===== config.mk =====
export PLATFORM = sky130hd
export DESIGN_NAME = hazard_stall_unit
export DESIGN_NICKNAME = d
export VERILOG_FILES = /design/src/rtl/hazard_stall_unit.sv
export SDC_FILE = /design/constraint.sdc
export NUM_CORES = 1
export LEC_CHECK = 0
export ABC_AREA = 1
export BUFFER_PORTS_ARGS = -buffer_cell sky130_fd_sc_hd__buf_2
export CAP_MARGIN = 20
export CORE_ASPECT_RATIO = 0.6
export CORE_UTILIZATION = 32
export CTS_BUF_LIST = sky130_fd_sc_hd__clkbuf_8
export DETAILED_ROUTE_END_ITERATION = 8
export HOLD_SLACK_MARGIN = 0.03
export PLACE_DENSITY = 0.82
export SLEW_MARGIN = 10
export SYNTH_ARGS = -nofsm -noshare
export SYNTH_HDL_FRONTEND = slang
export SYNTH_SLANG_ARGS = --single-unit

===== constraint.sdc =====
create_clock -name CLK -period 1.45 [get_ports CLK]
set_clock_uncertainty 0.05 [all_clocks]
set_input_delay 0.2175 -clock CLK [delete_from_list [all_inputs] [get_ports CLK]]
set_output_delay 0.2175 -clock CLK [all_outputs]
set_load 0.005 [all_outputs]

===== src/rtl/hazard_stall_unit.sv =====
// Load-use stall / redirect flush controller for the 5-stage RV32I pipeline.
// Optional performance counters are built only when HAZARD_PERF_CNT_EN is defined.
module hazard_stall_unit #(
   parameter int unsigned LOAD_STALL_CYCLES = 1,
   parameter int unsigned CNT_W             = 32
) (
   input  logic             CLK,
   input  logic             RST,
   input  logic [31:0]      inst_ID,
   input  logic             valid_ID,
   input  logic [31:0]      inst_EX,
   input  logic             valid_EX,
   input  logic             redirect_EX,
   output logic             stall_PC,
   output logic             stall_IFID,
   output logic             flush_IFID,
   output logic             bubble_EX,
   output logic             nop_EX,
   output logic             nop_MEM,
   output logic [CNT_W-1:0] stall_cnt,
   output logic [CNT_W-1:0] flush_cnt
);

   localparam logic [6:0] OP_RRAI = 7'b0110011;
   localparam logic [6:0] OP_RIAI = 7'b0010011;
   localparam logic [6:0] OP_LW   = 7'b0000011;
   localparam logic [6:0] OP_SW   = 7'b0100011;
   localparam logic [6:0] OP_JAL  = 7'b1101111;
   localparam logic [6:0] OP_JALR = 7'b1100111;
   localparam logic [6:0] OP_CBI  = 7'b1100011;
   localparam logic [2:0] STALL_EXTRA = 3'(LOAD_STALL_CYCLES - 1);

   typedef enum logic {RUN, STALL} state_t;

   state_t     r_state, w_next_state;
   logic [2:0] r_remain, w_next_remain;

   logic [6:0] w_op_id;
   logic [4:0] w_rd_ex;
   logic       w_rs1_used, w_rs2_used, w_hz;
   logic       w_unused_bits;

   assign w_op_id = inst_ID[6:0];
   assign w_rd_ex = inst_EX[11:7];

   // Source-register usage of the instruction in ID; JAL reads no registers.
   always_comb begin
      w_rs1_used = 1'b0;
      w_rs2_used = 1'b0;
      case (w_op_id)
         OP_RRAI, OP_CBI, OP_SW: begin
            w_rs1_used = 1'b1;
            w_rs2_used = 1'b1;
         end
         OP_RIAI, OP_LW, OP_JALR: w_rs1_used = 1'b1;
         OP_JAL:                  w_rs1_used = 1'b0;
         default:                 w_rs1_used = 1'b0;
      endcase
   end

   assign w_hz = valid_EX && (inst_EX[6:0] == OP_LW) && (w_rd_ex != 5'd0) && valid_ID &&
                 ((w_rs1_used && (inst_ID[19:15] == w_rd_ex)) ||
                  (w_rs2_used && (inst_ID[24:20] == w_rd_ex)));

   assign w_unused_bits = ^{inst_ID[31:25], inst_ID[14:7], inst_EX[31:12]};

   // Next-state and control outputs; redirect always beats a pending or new stall.
   always_comb begin
      w_next_state  = r_state;
      w_next_remain = r_remain;
      stall_PC      = 1'b0;
      stall_IFID    = 1'b0;
      flush_IFID    = 1'b0;
      bubble_EX     = 1'b0;
      if (RST) begin
         w_next_state  = RUN;
         w_next_remain = 3'd0;
      end else if (redirect_EX) begin
         flush_IFID    = 1'b1;
         bubble_EX     = 1'b1;
         w_next_state  = RUN;
         w_next_remain = 3'd0;
      end else begin
         case (r_state)
            RUN: begin
               if (w_hz) begin
                  stall_PC   = 1'b1;
                  stall_IFID = 1'b1;
                  bubble_EX  = 1'b1;
                  if (LOAD_STALL_CYCLES > 1) begin
                     w_next_state  = STALL;
                     w_next_remain = STALL_EXTRA;
                  end
               end
            end
            STALL: begin
               stall_PC   = 1'b1;
               stall_IFID = 1'b1;
               bubble_EX  = 1'b1;
               if (r_remain <= 3'd1) begin
                  w_next_state  = RUN;
                  w_next_remain = 3'd0;
               end else begin
                  w_next_remain = r_remain - 3'd1;
               end
            end
            default: begin
               w_next_state  = RUN;
               w_next_remain = 3'd0;
            end
         endcase
      end
   end

   always_ff @(posedge CLK) begin
      if (RST) begin
         r_state  <= RUN;
         r_remain <= 3'd0;
         nop_EX   <= 1'b1;
         nop_MEM  <= 1'b1;
      end else begin
         r_state  <= w_next_state;
         r_remain <= w_next_remain;
         nop_EX   <= bubble_EX;
         nop_MEM  <= nop_EX;
      end
   end

`ifdef HAZARD_PERF_CNT_EN
   logic [CNT_W-1:0] r_stall_cnt, r_flush_cnt;

   always_ff @(posedge CLK) begin
      if (RST) begin
         r_stall_cnt <= '0;
         r_flush_cnt <= '0;
      end else begin
         if (stall_PC)   r_stall_cnt <= r_stall_cnt + CNT_W'(1);
         if (flush_IFID) r_flush_cnt <= r_flush_cnt + CNT_W'(1);
      end
   end

   assign stall_cnt = r_stall_cnt;
   assign flush_cnt = r_flush_cnt;
`else
   assign stall_cnt = '0;
   assign flush_cnt = '0;
`endif

endmodule


**Yosys cells after proc, flatten, opt, wreduce, memory -nomap -nowiden**

Cells that the tools add are included.

- Flip-flop bits (word level): 6
- Logic and storage cells: 40

- $lt $le $gt $ge: 1
- Eq/ne operators: 9
- Bitwise operators: 1
- Add/subtract/negate cells: 1
- Muxes and demuxes: 12
- Reductions and logical operators: 12

Operators by type and width:

| operator | number |
|---|---|
| $eq 7x2->1 const B | 2 |
| $eq 7x6->1 const B | 2 |
| $eq 7x7->1 const B | 2 |
| $eq 5x5->1 | 2 |
| $mux 1 | 10 |
| $eq 7x5->1 const B | 1 |
| $logic_and 1x1->1 | 6 |
| $reduce_or 3->1 | 2 |
| $reduce_or 6->1 | 1 |
| $reduce_bool 5->1 | 1 |
| $le 3x1->1 const B | 1 |
| $mux 3 | 1 |
| $sub 3x1->3 const B | 1 |
| $pmux 1 s2 | 1 |
| $reduce_or 2->1 | 1 |
| $logic_or 1x1->1 | 1 |
| $not 1->1 | 1 |

**Logic depth before layout (Yosys ltp)**

- Word-level depth: 10
- Gate-level depth with buffers: 12
- Depth with buffers taken out: 11

**Worst setup path after synthesis**

Ideal clock, no wire load.

- Path type: input to output
- Start point: input inst_ID[1]
- End point: output stall_PC
- Cell stages on the path: 11
- Data required time: 1,183 ps
- Slack: 210 ps
- Path buffers: 1
- Data arrival time: 972 ps
- Cell sequence: nand2_1 > nor2_1 > inv_1 > nor2_2 > nand3_1 > nand2_1 > nand2_1 > nand2_2 > inv_2 > nor2_2 > buf_4

- Longest elaborated chain between the ends: 10

Ends and longest elaborated chain:

| what | RTL line | RTL |
|---|---|---|
| start: declaration | 9 | `input logic [31:0] inst_ID,` |
| $eq 7x5->1 (tied with other cells) | 50 | `case (w_op_id)` |
| $reduce_or 6->1 (no source line) / $reduce_or 3->1 (equally long branches) | - |  |
| $mux 1 | 50 |  |
| $logic_and 1x1->1 (on tied branches) | 62, 63 |  |
| $logic_or 1x1->1 * | 62 | `((w_rs1_used && (inst_ID[19:15] == w_rd_ex)) \|\|` |
| $logic_and 1x1->1 * | 61 | `assign w_hz = valid_EX && (inst_EX[6:0] == OP_LW) && (w_rd_ex != 5'd0) && valid_ID &&` |
| $mux 1 * | - |  |
| $pmux 1 s2 * | - |  |
| $mux 1 * (2 in a row) | - |  |
| end: declaration | 14 | `output logic stall_PC,` |

Every way passes the cells marked *; elsewhere a longest branch is shown, timed or not.

**Worst setup path in the final report**

- Start point: input inst_EX[11]
- End point: output stall_IFID

- Longest elaborated chain between the ends: 8

Ends and longest elaborated chain:

| what | RTL line | RTL |
|---|---|---|
| start: declaration | 11 | `input logic [31:0] inst_EX,` |
| $eq 5x5->1 (tied with other cells) | 62 |  |
| $logic_and 1x1->1 (on tied branches) | 62, 61, 63 |  |
| $logic_or 1x1->1 / $logic_and 1x1->1 (equally long branches) | 62, 61 |  |
| $logic_and 1x1->1 * | 61 |  |
| $mux 1 * | 86 | `if (w_hz) begin` |
| $pmux 1 s2 * | 84 | `case (r_state)` |
| $mux 1 * | 78 | `end else if (redirect_EX) begin` |
| $mux 1 * | 75 | `if (RST) begin` |
| end: declaration | 15 | `output logic stall_IFID,` |

Marked as above.

==> results.toml <==
[place]
place_congestion = 0.752
hpwl_mm = 1.51
numPortBuffers = 39
dpl-instance-area_sq_um = 1050

[clocking]
clock_latency_ns = 0.22
clock_sinks = 6
path_clk_slew_ns = 0.04
clock-root-buffer = "clkbuf_8"
cts_tree = "built"
htreeDepth = 1
clockBufferDepth = 2
cts_buffers = 3

[synth]
synth_seq_cells = 6
ys_top_cells_by_area = "buf_4 46%, nand2_1 12%, dfxtp_1 11%"
netlist_area_sq_um = 1050
synthCells = 166
synth.distinct_cells = 23
synth.yosys.seq_area_share_pct = 11.4
yosysWarnings = 0
yosys.area.top_type_share_pct = 46.3
yosysTopAreaCell = "buf_4"
avgSynthCellArea_sq_um = 6.35

[sta]
hold_violations = 0
period_share_pct = 99.5
min_period_ns = 1.44
finalMaxSlewViolations = 0
rsz0062_at_grt = "yes"
fmax_mhz = 693
finalSetupViolCount = 0

[detailed_routing]
drt_iter0_markers = 9
drt_wl_total_mm = 1.76
wl_per_cell_um = 7.02
dr.pass1.iters = 4
vias = 854
drcViolationCount = 0
ant_nets = 0
via_per_inst = 3.42

[floorplan]
die_width_um = 76.1
core_sq_um = 3000
io_pins = 139
initial_core_util_pct = 35.1
die_area_sq_um = 3540
die_h_um = 46.5
rows = 15

[global_route]
grt_use_met1_pct = 12.4
grt_pass1_vias = 626
busiest_layer = "met2"
use_met3_pct = 2.18
grt_util_all_layers_pct = 9.48
use_met2_pct = 16.2
antenna_found_initial = 0
grt_max_degree = 5
grt_overflow_total = 0
grt_pass1_wl_mm = 2.60

[finish]
fin_nets = 281
fill_cells = 336
drive_gt1_share_pct = 36.1
layout_commonest_cell = "conb_1"
diodes = 0
syn2layout_area_growth_pct = 14.7
multi_input_area_sq_um = 643
regArea_sq_um = 120
utilization_pct = 40.3
design_area_sq_um = 1210
final_cell_mix = "64 x conb_1, 34 x buf_2, 27 x nand2_1, 11 x inv_1, 9 x nor2_1"

[critical_path]
cp_max_fo = 3
cp-start-kind = "input pin"
crit_arrival_ns = 1.18
critPathRequiredTime_ns = 1.18
worstSetupPathType = "input pin to output port"
endpoint_kind = "output port"

[run_status]
outcome = "finished clean"

[worst_hold_path]
hold_path_class = "input pin to register"

[power_and_ir_drop]
peakVddDrop_uv = 213
p_leak_nw = 0.719
power.density_nw_per_um2 = 509

[flow_run]
max_cap_violations = 0
-- layer usage --
layer	vias up	wire (um)	part of all wire [%]
met5	-	0	0
met1	347	754	43
met3	2	140	8.0
li1	453	-	-
met2	52	854	49
met4	0	6	0.34
-- per-stage QoR --
stage	power (W)	std cells	setup TNS (ns)	setup WS [ns]	hold WS, ns
5_1_grt	0.000665	250	-0.226	-0.0931	0.196
4_1_cts	0.000583	248	0	0.00579	0.181
3_5_place_dp	0.000327	245	-0.207	-0.0798	0.382
3_3_place_gp	0.000323	245	-0.0906	-0.0442	0.362
2_1_floorplan	0.000385	229	0	0.210	0.261
6_report	0.000616	250	0	0.00716	0.181
-- layout make-up --
cell class	count	area share [%]
Multi-Input combinational cell	135	53.2
Inverter	23	8.58
Timing Repair Buffer	41	20.6
Sequential cell	6	9.93
Clock buffer	3	3.41
Tap cell	42	4.34
-- power breakdown --
part | leakage, nW | switching [W] | total, W | internal, W
combinational | 0.648 | 0.000114 | 0.000196 | 0.0000826
clock | 0.0216 | 0.0000725 | 0.000251 | 0.000178
sequential | 0.0488 | 0.000000803 | 0.000169 | 0.000169
-- repair_timing --
item	4_1_cts	5_1_grt
pin swaps	0	23
hold buffers	0	0
gates resized for setup	3	32
endpoints found under the setup margin	3	3
setup buffers	0	2
-- synthesized netlist by cell type --
cell type  count
xor2_1         1
buf_4         65
xnor2_1        2
conb_1         1
o21ai_1        2
nand4_1        1
or2_1          2
nor2_1        11
nor3_1         1
nor2_4         1
inv_2          7
inv_1         15
nand2_2        1
o21ai_0        3
a21oi_1        1
ha_1           2
dfxtp_1        6
nand2_1       34
clkinv_4       1
nor2_2         3
o32ai_1        1
nand3_1        3
a21oi_2        2
-- flip-flops by register name, indices dropped and copies added, names as in the netlist --
| name | flops |
|---|---|
| r_state | 1 |
| r_remain | 3 |
| nop_MEM | 1 |
| nop_EX | 1 |
-- critical path: stages --
cell	delay, ns
buf_8	0.10
inv_6	0.05
nand2_2	0.05
nand2_2	0.06
nand2_2	0.05
nor2_2	0.10
nand3_1	0.07
nand2_1	0.07
nand2_1	0.06
nand2_2	0.09
inv_2	0.04
nor2_2	0.10
buf_2	0.11
-- worst paths after layout --
| kind | cells past startpoint | slack, ns | to | from |
|---|---|---|---|---|
| max | 13 | 0.007 | stall_IFID | inst_EX[11] |
| min | 3 | 0.18 | nop_EX | redirect_EX |
| max reg2reg | 6 | 0.21 | r_remain[1] | r_remain[1] |
| min reg2reg | 1 | 0.38 | nop_MEM | nop_EX |
-- kinds of logic (layout without fill, tap and decap cells) --
| group | count (synthesis) | count (layout) | synth area share [%] |
|---|---|---|---|
| AOI/OAI and AO/OA | 9 | 9 | 5.34 |
| xor gates and xnor gates | 3 | 3 | 2.49 |
| adders and majority gates | 2 | 2 | 2.37 |
| buffers and inverters | 88 | 67 | 54.9 |
| DFF | 6 | 6 | 11.4 |
| other | 1 | 64 | 0.356 |
| and+or+nand+nor | 57 | 57 | 23.1 |
No activity file was read; power rests on OpenSTA's default activity.
